[src/rtl/ultrasonic_sensor_emulator.sv]
// HC-SR04 responder model: qualifies trig, waits the response delay, then drives echo
// for a width proportional to distance_cm. Optional trig synchroniser: ULTRASONIC_EMU_SYNC_EN.
module ultrasonic_sensor_emulator #(
  parameter int unsigned clk_frequency     = 50000000,
  parameter int unsigned distance_width    = 9,
  parameter int unsigned max_range_cm      = 400,
  parameter int unsigned min_trig_us       = 10,
  parameter int unsigned response_delay_us = 250,
  parameter int unsigned timeout_us        = 38000,
  parameter int unsigned holdoff_us        = 10000
) (
  input  logic                      clk,
  input  logic                      rst,
  input  logic                      trig,
  input  logic [distance_width-1:0] distance_cm,
  output logic                      echo,
  output logic                      busy,
  output logic                      short_trig
);

  localparam int unsigned cycles_per_us   = clk_frequency / 1000000;
  localparam int unsigned cycles_per_cm   = clk_frequency * 2 / 343 / 100;
  localparam int unsigned min_trig_cycles = min_trig_us * cycles_per_us;
  localparam int unsigned delay_cycles    = response_delay_us * cycles_per_us;
  localparam int unsigned timeout_cycles  = timeout_us * cycles_per_us;
  localparam int unsigned holdoff_cycles  = holdoff_us * cycles_per_us;

  localparam int unsigned max_th  = (timeout_cycles > holdoff_cycles) ? timeout_cycles : holdoff_cycles;
  localparam int unsigned max_dm  = (delay_cycles > min_trig_cycles) ? delay_cycles : min_trig_cycles;
  localparam int unsigned cnt_max = (max_th > max_dm) ? max_th : max_dm;
  localparam int unsigned cnt_w   = $clog2(cnt_max + 1);
  localparam int unsigned pre_w   = $clog2(cycles_per_cm + 1);

  localparam logic [cnt_w-1:0] trig_min    = cnt_w'(min_trig_cycles);
  // The TRIG-entry cycle is itself a high cycle, so the count lags the true width by one.
  localparam logic [cnt_w-1:0] trig_last   = cnt_w'(min_trig_cycles - 1);
  localparam logic [cnt_w-1:0] delay_last  = cnt_w'(delay_cycles - 1);
  localparam logic [cnt_w-1:0] timeout_last = cnt_w'(timeout_cycles - 1);
  localparam logic [cnt_w-1:0] hold_last   = cnt_w'(holdoff_cycles - 1);
  localparam logic [pre_w-1:0] pre_last    = pre_w'(cycles_per_cm - 1);

  typedef enum logic [2:0] {
    IDLE    = 3'd0,
    TRIG    = 3'd1,
    DELAY   = 3'd2,
    ECHO    = 3'd3,
    HOLDOFF = 3'd4
  } state_t;

  logic trig_s;

`ifdef ULTRASONIC_EMU_SYNC_EN
  logic [1:0] sync_q, sync_d;

  always_comb sync_d = {sync_q[0], trig};

  always_ff @(posedge clk or posedge rst) begin
    if (rst) sync_q <= 2'b00;
    else     sync_q <= sync_d;
  end

  assign trig_s = sync_q[1];
`else
  assign trig_s = trig;
`endif

  state_t                    state_q, state_d;
  logic [cnt_w-1:0]          cnt_q, cnt_d;
  logic [pre_w-1:0]          pre_q, pre_d;
  logic [distance_width-1:0] cm_q, cm_d;
  logic                      long_q, long_d;
  logic                      echo_q, echo_d;
  logic                      busy_q, busy_d;
  logic                      short_q, short_d;
  logic                      trig_prev_q, trig_prev_d;
  logic                      trig_rise, trig_fall;

  assign trig_rise = trig_s & ~trig_prev_q;
  assign trig_fall = ~trig_s & trig_prev_q;

  // Next-state and counter control
  always_comb begin
    state_d     = state_q;
    cnt_d       = cnt_q;
    pre_d       = pre_q;
    cm_d        = cm_q;
    long_d      = long_q;
    echo_d      = echo_q;
    busy_d      = busy_q;
    short_d     = 1'b0;
    trig_prev_d = trig_s;

    case (state_q)
      IDLE: begin
        if (trig_rise) begin
          cnt_d   = '0;
          state_d = TRIG;
        end
      end

      TRIG: begin
        if (trig_fall) begin
          if (cnt_q >= trig_last) begin
            cm_d    = (distance_cm == '0) ? distance_width'(1) : distance_cm;
            long_d  = 32'(distance_cm) > max_range_cm;
            busy_d  = 1'b1;
            cnt_d   = '0;
            state_d = DELAY;
          end else begin
            short_d = 1'b1;
            state_d = IDLE;
          end
        end else if (trig_s && (cnt_q < trig_min)) begin
          cnt_d = cnt_q + cnt_w'(1);
        end
      end

      DELAY: begin
        if (cnt_q == delay_last) begin
          echo_d  = 1'b1;
          cnt_d   = '0;
          pre_d   = '0;
          state_d = ECHO;
        end else begin
          cnt_d = cnt_q + cnt_w'(1);
        end
      end

      ECHO: begin
        if (long_q) begin
          if (cnt_q == timeout_last) begin
            echo_d  = 1'b0;
            cnt_d   = '0;
            state_d = HOLDOFF;
          end else begin
            cnt_d = cnt_q + cnt_w'(1);
          end
        end else if (pre_q == pre_last) begin
          // One centimetre of round-trip time elapsed
          pre_d = '0;
          cm_d  = cm_q - distance_width'(1);
          if (cm_q == distance_width'(1)) begin
            echo_d  = 1'b0;
            cnt_d   = '0;
            state_d = HOLDOFF;
          end
        end else begin
          pre_d = pre_q + pre_w'(1);
        end
      end

      HOLDOFF: begin
        if (cnt_q == hold_last) begin
          busy_d  = 1'b0;
          cnt_d   = '0;
          state_d = IDLE;
        end else begin
          cnt_d = cnt_q + cnt_w'(1);
        end
      end

      default: state_d = IDLE;
    endcase
  end

  always_ff @(posedge clk or posedge rst) begin
    if (rst) begin
      state_q     <= IDLE;
      cnt_q       <= '0;
      pre_q       <= '0;
      cm_q        <= '0;
      long_q      <= 1'b0;
      echo_q      <= 1'b0;
      busy_q      <= 1'b0;
      short_q     <= 1'b0;
      trig_prev_q <= 1'b0;
    end else begin
      state_q     <= state_d;
      cnt_q       <= cnt_d;
      pre_q       <= pre_d;
      cm_q        <= cm_d;
      long_q      <= long_d;
      echo_q      <= echo_d;
      busy_q      <= busy_d;
      short_q     <= short_d;
      trig_prev_q <= trig_prev_d;
    end
  end

  assign echo       = echo_q;
  assign busy       = busy_q;
  assign short_trig = short_q;

endmodule

[config.mk]
export PLATFORM = sky130hd
export DESIGN_NAME = ultrasonic_sensor_emulator
export DESIGN_NICKNAME = d
export VERILOG_FILES = /design/src/rtl/ultrasonic_sensor_emulator.sv
export SDC_FILE = /design/constraint.sdc
export NUM_CORES = 1
export LEC_CHECK = 0
export CAP_MARGIN = 20
export CORE_ASPECT_RATIO = 1.1
export CORE_UTILIZATION = 54
export CTS_CLUSTER_SIZE = 24
export DETAILED_ROUTE_END_ITERATION = 10
export PLACE_DENSITY = 0.76
export SYNTH_ARGS = -nofsm -noshare
export SYNTH_HDL_FRONTEND = slang
export SYNTH_SLANG_ARGS = --single-unit
[constraint.sdc]
create_clock -name clk -period 2.9 [get_ports clk]
set_input_delay 0.29 -clock clk [delete_from_list [all_inputs] [get_ports clk]]
set_output_delay 0.29 -clock clk [all_outputs]
set_load 0.05 [all_outputs]
**After elaboration in Yosys (flattened, before gate mapping)**

Cells that the tools add are included.

- Bits in registers: 50
- Output and inout port bits: 3

- $add $sub $neg: 3
- Order comparisons: 3
- Equality and inequality tests: 21
- Muxes and demuxes: 44
- Bitwise operators: 4
- Reductions and logical operators: 14

Operator list:

| cell | count |
|---|---|
| 21-bit 2-to-1 mux | 10 |
| 21-bit case mux with 5 select lines | 1 |
| 9-bit 2-to-1 mux | 5 |
| 12-bit 2-to-1 mux | 3 |
| 3-bit 2-to-1 mux | 8 |
| 12-bit case mux with 2 select lines | 1 |
| 21-bit by 1-bit adder with 21-bit output (second input constant) | 1 |
| 21-bit by 14-bit equality test with 1-bit output (second input constant) | 1 |
| 21-bit by 19-bit equality test with 1-bit output (second input constant) | 1 |
| 21-bit equality test (second input constant) | 1 |
| 21-bit by 9-bit greater-or-equal comparator with 1-bit output (second input constant) | 1 |
| 21-bit by 9-bit less-than comparator with 1-bit output (second input constant) | 1 |
| 9-bit case mux with 2 select lines | 1 |
| 3-bit != test (second input constant) | 5 |
| 3-bit case mux with 5 select lines | 1 |
| 2-bit != test (second input constant) | 7 |
| 12-bit by 1-bit adder with 12-bit output (second input constant) | 1 |
| 12-bit equality test (second input constant) | 1 |
| 1-bit 2-to-1 mux | 11 |
| 5-bit AND reduction | 2 |
| 9-bit by 1-bit equality test with 1-bit output (second input constant) | 1 |
| 9-bit greater-than comparator (second input constant) | 1 |
| 9-bit zero test | 1 |
| 9-bit by 1-bit subtractor with 9-bit output (second input constant) | 1 |
| other kinds (15) | 22 |

**Longest topological paths before layout**

- Word-level depth: 5
- Mapped depth: 10
- Depth with buffers taken out: 8

**Worst setup path after synthesis**

No wires, ideal clock.

- Path kind: register to register
- Start: register pre_q[0]
- End: register cnt_q[10]
- Setup time: 121 ps
- Arrival time: 2627 ps
- Required time: 2779 ps
- Path slack: 152 ps
- Cell stages (with the launch flop): 10
- Clock period less this slack: 2748 ps
- Cell sequence: dfrtp_1 inv_1 ha_1 or4b_1 o311a_1 buf_6 a2111o_1 a211o_4 a21o_1 a22o_1

- Cells in the longest elaborated chain, start to end: 3

Ends and longest elaborated chain:

| item | RTL line | RTL |
|---|---|---|
| from (decl) | 69 | `logic [pre_w-1:0] pre_q, pre_d;` |
| from (signal assigned) | 180 | `pre_q <= pre_d;` |
| 12-bit equality test | 138 | `end else if (pre_q == pre_last) begin` |
| 3-bit != test (no source line) | -- |  |
| 6-bit AND reduction (no source line) | -- |  |
| to (signal assigned) | 179 | `cnt_q <= cnt_d;` |
| to (decl) | 68 | `logic [cnt_w-1:0] cnt_q, cnt_d;` |

No other way between the ends.
A chain may end at the register's enable or synchronous reset.

**Worst setup path in the final report**

- Start: register pre_q[0]
- End: register cnt_q[3]

Same word-level chain as after synthesis.

==> results.txt <==
Post-synth EDFFs: 0
cell taking the most area after synthesis: dfrtp_1
fin crit period: 2.76 ns
ANT nets after route: 0
die span in y: 80.9 µm
YS warnings: 0
unrepaired setup endpoints after global routing: no
leak pwr: 1.38 nW
WHS: 0.197 ns
RePlAce Congestion: 0.854
Worst Max-Slew Pin Slew: 0.692 ns
wire per inst: 16.1 µm
TritonCTS clock tree: yes
Buffers on Ports: 14
I/O Pins: 15
Synth Area in Adders: 2.05%
post-synthesis mux area share: 1.06%
Synth async-reset ratio: 100%
status: completed
Rows: 28
Max H-tree Level: 2
Core Area: 5430 µm²
Netlist Area Pre-Place: 3060 µm²
antenna cells: 0
Die Span X: 73.8 µm
vias: 2,803
die area: 5970 µm²
startpoint types: flop
power density over cell area: 851 nW/µm²
worst-path maximum fanout: 14
CTS max path bufs: 2
Cells after Synth: 350
Seq cells post-synth: 50
Clock Latency Late Sink: 0.31 ns
Main synth FF type: dfrtp_1
Starting DRT DRC Count: 177
Area Overhead vs Synth: 11.6%
CP arrival: 3.00 ns
Area contributors post-synth: dfrtp_1 (41%), o21ai_0 (6.9%), nand2_1 (4.4%)
Setup Fix Bufs, Post-CTS: 0
gr usage total: 26.1%
most common cell in the netlist: dfrtp_1
post-route setup TNS: 0 ns
CTS Sinks: 50
Synth Area in XOR/XNOR: 0%
Worst Clk Skew: 0.00689 ns
vias per inst: 6.33
VDD IR max: 0.655 mV
syn_area_per_cell: 8.74 µm²
compound-cell area share of the yosys netlist: 25.2%
Layout Utilization: 62.8%
Power, Total: 2.90 mW
root buf cell: clkbuf_8
critical path required time: 3.14 ns
Yosys cell types: 55
# DRC: 0
Min-Delay Path Class: primary input to async pin
first-pass GRT wire length: 12.1 mm
final setup vio count: 0
Setup CP Type: flop to flop
syn_nets: 367
fin crit share: 95.1%
grt total ovfl: 0
initial antenna violation count: 0
Post-Synth Simple-Gate Area: 27.2%
Slew headroom: 53.4%
Synth top cells by count: dfrtp_1 (50), o21ai_0 (42), nand2_1 (36)
First-pass DRT Iterations: 4
final net count: 384
Clk pin slew, worst setup/hold paths: 0.09 ns
Setup crit end kind: flop
Peak Freq: 362 MHz
largest family of logic cells by synthesized area: simple AND/OR/NAND/NOR gates
max-slew violation count: 0
Initial Util: 56.3%
Final Hold Fails: 0
fraction of final layout cells sized beyond drive strength 1: 8.97%
vias in the first global route: 2,673
Synth top area share: 40.9%
maxcap violations: 0
number of buffers created by CTS: 5
Detailed Route WL: 7.13 mm
largest net degree at the start of global routing: 24
sequential share of the synthesized area: 40.9%
dpl hpwl: 5.21 mm
critical path, stage by stage, from the launching register on:
cell,delay (ns)
dfrtp_1,0.41
inv_1,0.08
ha_1,0.13
or4b_1,0.45
o311a_1,0.37
a2111o_1,0.44
a211o_4,0.38
nor2_4,0.24
a22o_1,0.20
cells in the final DEF, fill, tap and decap left out, drive strengths merged, types with 2 or more instances in the layout:
cell and instances:
nand4b 2, nor2 31, clkdlybuf4s50 14, nor4bb 2, nor3 14, o31ai 8
a31oi 5, dfrtp 50, a21o 2, o311ai 5, a211oi 3, o21ai 42
nand2b 3, buf 13, mux2 2, a211o 2, nor2b 3, ha 5
a2bb2oi 6, or3 5, clkbuf 6, nand4 10, a22o 9, inv 7
and3 10, a2111oi 2, nor4 8, a41oi 2, and2 5, and4 2
nand3b 3, nand3 14, o2bb2ai 3, nand2 37, o41ai 3, a21oi 13
nor3b 3
logic make-up after synthesis:
logic type / count (synthesis)
flip-flops: 50
AO/OA/AOI/OAI: 110
AND/OR/NAND/NOR: 158
buffers and inverters: 24
adder cells (fa/ha/maj): 5
multiplexers: 3
repair_timing:
item,in CTS,in global routing
hold buffers,0,0
resized for setup,0,3
setup endpoints to repair,0,19
cell type report:
cell class              count  area (µm²)
clock buffers               6        82.6
clock inverters             2        12.5
fillers                   481        2020
inverters                   7        26.3
multi-input cells         276        1710
flip-flops and latches     50        1250
well taps                  75        93.8
repair buffers             27         235
power by group:
part | switching (mW) | internal, mW
clock network | 0.242 | 0.192
registers | 0.193 | 0.856
logic | 0.832 | 0.587
metrics by stage:
step / instances / worst slack [ns] / cell area [µm²]
floorplan: 350 / 0.152 / 3060
global route: 443 / 0.0235 / 3410
detailed placement: 435 / 0.0576 / 3300
CTS: 443 / 0.0399 / 3400
finish: 443 / 0.141 / 3410
global placement: 434 / 0.136 / 3300
flip-flops by register name, summed over array words and instances (netlist names):
signal and count:
cnt_q 21, pre_q 12, cm_q 9, state_q 3
busy 1, echo 1, long_q 1, short_trig 1
trig_prev_q 1
worst paths after layout:
kind                                             from                     to  slack, ns  cells after the start
worst max-delay path             pre_q[0]$_DFFE_PP0P_   cnt_q[3]$_DFFE_PP0P_       0.14                      8
worst min-delay path                              rst   pre_q[3]$_DFFE_PP0P_       0.20                      2
max in group asynchronous                         rst   cnt_q[4]$_DFFE_PP0P_       2.14                      3
worst min register to register  pre_q[11]$_DFFE_PP0P_  pre_q[11]$_DFFE_PP0P_       0.49                      1
worst max register to register   pre_q[0]$_DFFE_PP0P_   cnt_q[3]$_DFFE_PP0P_       0.14                      8
min in group clk                pre_q[11]$_DFFE_PP0P_  pre_q[11]$_DFFE_PP0P_       0.49                      1
layer usage:
layer / global-route usage (%) / wire, µm / share of wire, %
met5: 0 / 0 / 0
met4: 8.08 / 59 / 0.83
met3: 4.09 / 341 / 4.8
met2: 45.7 / 3560 / 50
met1: 32.9 / 3160 / 44
No activity file was read; power rests on OpenSTA's default activity.
